===== config.mk =====
export PLATFORM = sky130hd
export DESIGN_NAME = tuple_record_fifo
export DESIGN_NICKNAME = d
export VERILOG_FILES = /design/src/rtl/tuple_record_fifo_pkg.sv /design/src/rtl/tuple_record_mem.sv /design/src/rtl/tuple_record_fifo.sv
export SDC_FILE = /design/constraint.sdc
export NUM_CORES = 1
export LEC_CHECK = 0
export CAP_MARGIN = 10
export CELL_PAD_IN_SITES_DETAIL_PLACEMENT = 0
export CELL_PAD_IN_SITES_GLOBAL_PLACEMENT = 1
export CORE_MARGIN = 4
export CORE_UTILIZATION = 39
export CTS_BUF_LIST = sky130_fd_sc_hd__clkbuf_8
export DETAILED_ROUTE_END_ITERATION = 8
export PLACE_DENSITY = 0.74
export SLEW_MARGIN = 5
export SYNTH_ARGS = -nofsm -noshare
export SYNTH_HDL_FRONTEND = slang
export SYNTH_SLANG_ARGS = --single-unit

===== constraint.sdc =====
create_clock -name CLK -period 2.25 [get_ports CLK]
set_clock_uncertainty 0.05 [all_clocks]
set_input_delay 0.45 -clock CLK [delete_from_list [all_inputs] [get_ports CLK]]
set_output_delay 0.45 -clock CLK [all_outputs]
set_load 0.1 [all_outputs]

===== src/rtl/tuple_record_fifo_pkg.sv =====
// Shared record definitions for the tuple record FIFO.
// Holds the record typedef, the packed storage width and the
// pack/unpack helpers. In storage, b sits at bit 2 and a.a[0] sits at bits 1:0.
package tuple_record_fifo_pkg;

   localparam int RECORD_W = 3;

   typedef struct packed {
      logic [0:0][1:0] a;
   } rec_a_t;

   typedef struct packed {
      rec_a_t a;
      logic   b;
   } rec_t;

   function automatic logic [RECORD_W-1:0] pack_rec(input rec_t r);
      return {r.b, r.a.a[0]};
   endfunction

   function automatic rec_t unpack_rec(input logic [RECORD_W-1:0] w);
      rec_t r;
      r.a.a[0] = w[1:0];
      r.b      = w[2];
      return r;
   endfunction

endpackage


===== src/rtl/tuple_record_mem.sv =====
// Record storage for tuple_record_fifo: DEPTH x RECORD_W bits.
// Ports:
//   clk   - write clock
//   we    - write enable; waddr/wdata are captured on the rising edge
//   raddr - read address; rdata is combinational from the array
// The storage has no reset. The parent masks the outputs while the FIFO is empty.
module tuple_record_mem
   import tuple_record_fifo_pkg::*;
#(
   parameter int DEPTH = 4,
   parameter int AW    = $clog2(DEPTH)
) (
   input  logic                clk,
   input  logic                we,
   input  logic [AW-1:0]       waddr,
   input  logic [RECORD_W-1:0] wdata,
   input  logic [AW-1:0]       raddr,
   output logic [RECORD_W-1:0] rdata
);

   logic [RECORD_W-1:0] mem_q [DEPTH];

   always_ff @(posedge clk) begin
      if (we) mem_q[waddr] <= wdata;
   end

   assign rdata = mem_q[raddr];

endmodule


===== src/rtl/tuple_record_fifo.sv =====
// tuple_record_fifo: DEPTH-entry FIFO of {a.a[0][1:0], b} records.
// Ports:
//   CLK, ASYNCRESETN      - clock and asynchronous active-low reset
//   I_a_a__0_0, I_b       - incoming record fields
//   I_valid / I_ready     - upstream handshake (I_ready depends only on state)
//   O_a_a__0_0, O_b       - head record fields (0 while the FIFO is empty)
//   O_valid / O_ready     - downstream handshake
//   clr                   - synchronous flush; it takes priority over push and pop
//   count                 - current occupancy
// There is no bypass path. A pushed record appears at the outputs one cycle later.
module tuple_record_fifo
   import tuple_record_fifo_pkg::*;
#(
   parameter int DEPTH = 4
) (
   input  logic                     CLK,
   input  logic                     ASYNCRESETN,
   input  logic [1:0]               I_a_a__0_0,
   input  logic                     I_b,
   input  logic                     I_valid,
   output logic                     I_ready,
   output logic [1:0]               O_a_a__0_0,
   output logic                     O_b,
   output logic                     O_valid,
   input  logic                     O_ready,
   input  logic                     clr,
   output logic [$clog2(DEPTH):0]   count
);

   localparam int AW = $clog2(DEPTH);
   localparam int CW = AW + 1;

   logic [AW-1:0] wr_ptr_q, wr_ptr_d;
   logic [AW-1:0] rd_ptr_q, rd_ptr_d;
   logic [CW-1:0] count_q, count_d;
   logic          push, pop;
   logic [RECORD_W-1:0] wdata, rdata;
   rec_t          in_rec, head_rec;

   assign I_ready = (count_q < CW'(DEPTH));
   assign O_valid = (count_q != '0);
   assign count   = count_q;

   // A flush cancels any handshake in the same cycle.
   assign push = I_valid & I_ready & ~clr;
   assign pop  = O_valid & O_ready & ~clr;

   always_comb begin
      in_rec        = '0;
      in_rec.a.a[0] = I_a_a__0_0;
      in_rec.b      = I_b;
      wdata         = pack_rec(in_rec);
   end

   always_comb begin
      wr_ptr_d = wr_ptr_q;
      rd_ptr_d = rd_ptr_q;
      count_d  = count_q;
      if (clr) begin
         wr_ptr_d = '0;
         rd_ptr_d = '0;
         count_d  = '0;
      end else begin
         if (push) wr_ptr_d = wr_ptr_q + AW'(1);
         if (pop)  rd_ptr_d = rd_ptr_q + AW'(1);
         case ({push, pop})
            2'b10:   count_d = count_q + CW'(1);
            2'b01:   count_d = count_q - CW'(1);
            default: count_d = count_q;
         endcase
      end
   end

   always_ff @(posedge CLK or negedge ASYNCRESETN) begin
      if (!ASYNCRESETN) begin
         wr_ptr_q <= '0;
         rd_ptr_q <= '0;
         count_q  <= '0;
      end else begin
         wr_ptr_q <= wr_ptr_d;
         rd_ptr_q <= rd_ptr_d;
         count_q  <= count_d;
      end
   end

   tuple_record_mem #(.DEPTH(DEPTH), .AW(AW)) u_mem (
      .clk   (CLK),
      .we    (push),
      .waddr (wr_ptr_q),
      .wdata (wdata),
      .raddr (rd_ptr_q),
      .rdata (rdata)
   );

   // Storage has no reset, so the outputs must be masked while the FIFO is empty.
   always_comb begin
      head_rec   = unpack_rec(rdata);
      O_a_a__0_0 = O_valid ? head_rec.a.a[0] : 2'b00;
      O_b        = O_valid ? head_rec.b      : 1'b0;
   end

endmodule


==> reports/results.ini <==
[final_layout]
area_growth_pct = 34.5
n_antenna_cell = 0
fin_cells = 129
drive_above_1_share = 0.356
final_common_cell = buf_4
final_cell_mix = 13 x buf_4, 12 x edfxtp_1, 8 x nor2_1
final_nets = 115

[sta]
hold_violations = 0
tightest_slew_ps = 317
slew_headroom = 0.788
rsz0062_at_grt = yes
fmax_ghz = 0.455
slew_violations = 0
setup_viol = 0
period_needed_ps = 2200
fin_crit_sh = 0.977

[synthesis]
synth_nets = 92
synth_seq_cells = 19
synth.distinct_cells = 26
syn_inst = 79
postSynthAreaPerCell_sq_um = 12.4
yosysSeqAreaShare = 0.547
syn_area_sq_um = 978
yosysWarnings = 0

[global_routing]
first_global_vias = 631
busiest_layer = met1
antenna_found_initial = 0
met1_usage = 0.167
grtUsageTotal = 0.116
grt_pass1_wl_um = 2960
gr-total-overflow = 0
met3_usage = 0.0401
met2_usage = 0.165
grt_max_degree = 11

[worst_setup_path]
worstPathRequired_ps = 2380
cp-end-kind = flip-flop
cp_max_fo = 3
path_class = flip-flop to flip-flop
arrival_ps = 2330
startpoint_type = flip-flop

[pwr]
internal-power_uw = 717
p_total_mw = 1.16
clockPowerShare = 0.190
powerDensity_mw_per_mm2 = 884
ir_drop_mv = 0.780
swShare = 0.383
power.switching_uw = 445
power_frac_seq = 0.362
p_comb_frac = 0.448
p_leak_nw = 0.534

[floorplanning]
die_area_sq_mm = 0.00337
die_h_um = 58.1
placementRows = 17
coreArea_sq_mm = 0.00230
die_width_um = 58.1
start_util = 0.426
ioPinCount = 16

[run_status]
status = finished clean

[placed_design]
io_buffer_count = 15
routabilityCongestion = 0.815
dpl.cell_count = 124
dpl.hpwl_um = 1380

[clock_network]
hold_buffers = 0
cts.sinks = 19
cts_buffer_depth = 2
h-tree-depth = 1
insertion_delay_ps = 250
cts_root_buf = clkbuf_8
clkTransAtPathRegs_ps = 60
cts_buffers = 3
cts_tree = done

[routing]
ant_nets = 0
first_pass_iters = 4
vias = 658
drt_wl_total_um = 1760
drtIter0Drc = 22
drc_errors = 0
via_per_inst = 5.10
wl_per_cell_um = 13.6

[min_path]
hp-class = input pin to async pin

[job]
drv_cap = 0

==> metrics by stage <==
stage	worst slack [ps]	util	hold WS, ps	instance area (sq um)	setup TNS (ps)
2_1_floorplan	-345	-	104	1020	-477
6_report	52.0	0.573	408	1320	0
5_1_grt	-39.2	0.573	428	1320	-39.2
3_5_place_dp	-277	0.544	569	1250	-490
4_1_cts	14.5	0.564	415	1300	0
3_3_place_gp	-212	0.544	544	1250	-249
==> routing by layer <==
metal | routed length [um] | up-vias
met5 | 0 | -
met4 | 12 | 0
met3 | 59 | 2
met2 | 849 | 10
met1 | 836 | 327
li1 | - | 319
==> cells in the mapped netlist <==
cell type	number	share of area
mux2i_1	2	0.020
buf_6	1	0.012
o22ai_1	1	0.0064
nand2b_1	1	0.0064
a21o_1	2	0.015
clkbuf_1	1	0.0038
or4b_1	1	0.010
fa_1	1	0.020
a221oi_1	2	0.018
o21ai_0	2	0.010
buf_2	4	0.020
and2_1	7	0.045
mux4_2	3	0.069
nor2_1	8	0.031
nand2_1	3	0.012
or3_1	1	0.0064
nor2b_1	2	0.013
dfrtp_1	7	0.18
inv_1	3	0.012
xnor2_1	2	0.018
nor3_1	1	0.0051
ha_1	4	0.051
edfxtp_1	12	0.37
nand3_1	2	0.010
xor2_1	2	0.018
a21oi_1	4	0.020
==> sequential cells by signal (all words and copies together), names as in the netlist <==
name / count
u_mem.mem_q: 12
count: 3
rd_ptr_q: 2
wr_ptr_q: 2
==> worst max-delay path: stages, from the launching register on <==
cell	delay (ps)
dfrtp_4	470
or3_4	400
nand2_4	80
nor3_2	50
fa_2	340
or4b_4	490
o22ai_2	100
a21oi_1	50
nor2_1	90
==> power groups by stage <==
stage,sequential (mW),combinational (mW),clock [mW]
after detailed placement,0.429,0.509,0
after CTS,0.422,0.510,0.229
after global routing,0.424,0.548,0.249
after global placement,0.428,0.507,0
final,0.421,0.521,0.221
after floorplan,0.482,0.319,0
==> cells by family after synthesis <==
group,synth area share
muxes,0.0895
and+or+nand+nor,0.138
xor gates and xnor gates,0.0358
adders and majority gates,0.0716
AOI/OAI and AO/OA,0.0703
DFF,0.547
buffers and inverters,0.0473
==> area by class of cell <==
cell class / instances / area, sq um
fillers: 198 / 981
flip-flops and latches: 19 / 542
multi-input cells: 51 / 433
repair buffers: 24 / 250
clock buffers: 3 / 41.3
well taps: 28 / 35.0
inverters: 3 / 11.3
clock inverters: 1 / 3.75
==> path summary, 6_finish.rpt <==
path / startpoint / end / slack (ps) / cells past startpoint
min in group CLK: wr_ptr_q[0] / wr_ptr_q[0] / 570 / 2
min reg2reg: wr_ptr_q[0] / wr_ptr_q[0] / 570 / 2
max in group asynchronous: ASYNCRESETN / count[2] / 1480 / 1
max reg2reg: count[2] / count[2] / 50 / 8
min: ASYNCRESETN / rd_ptr_q[1] / 410 / 1
max: count[2] / count[2] / 50 / 8
==> timing repair <==
item,CTS,global route
hold endpoints to repair,0,0
endpoints found under the setup margin,1,1
buffers inserted,0,1
pin swaps,0,3
gates resized for setup,1,3
Power figures use the tool's default switching activity.
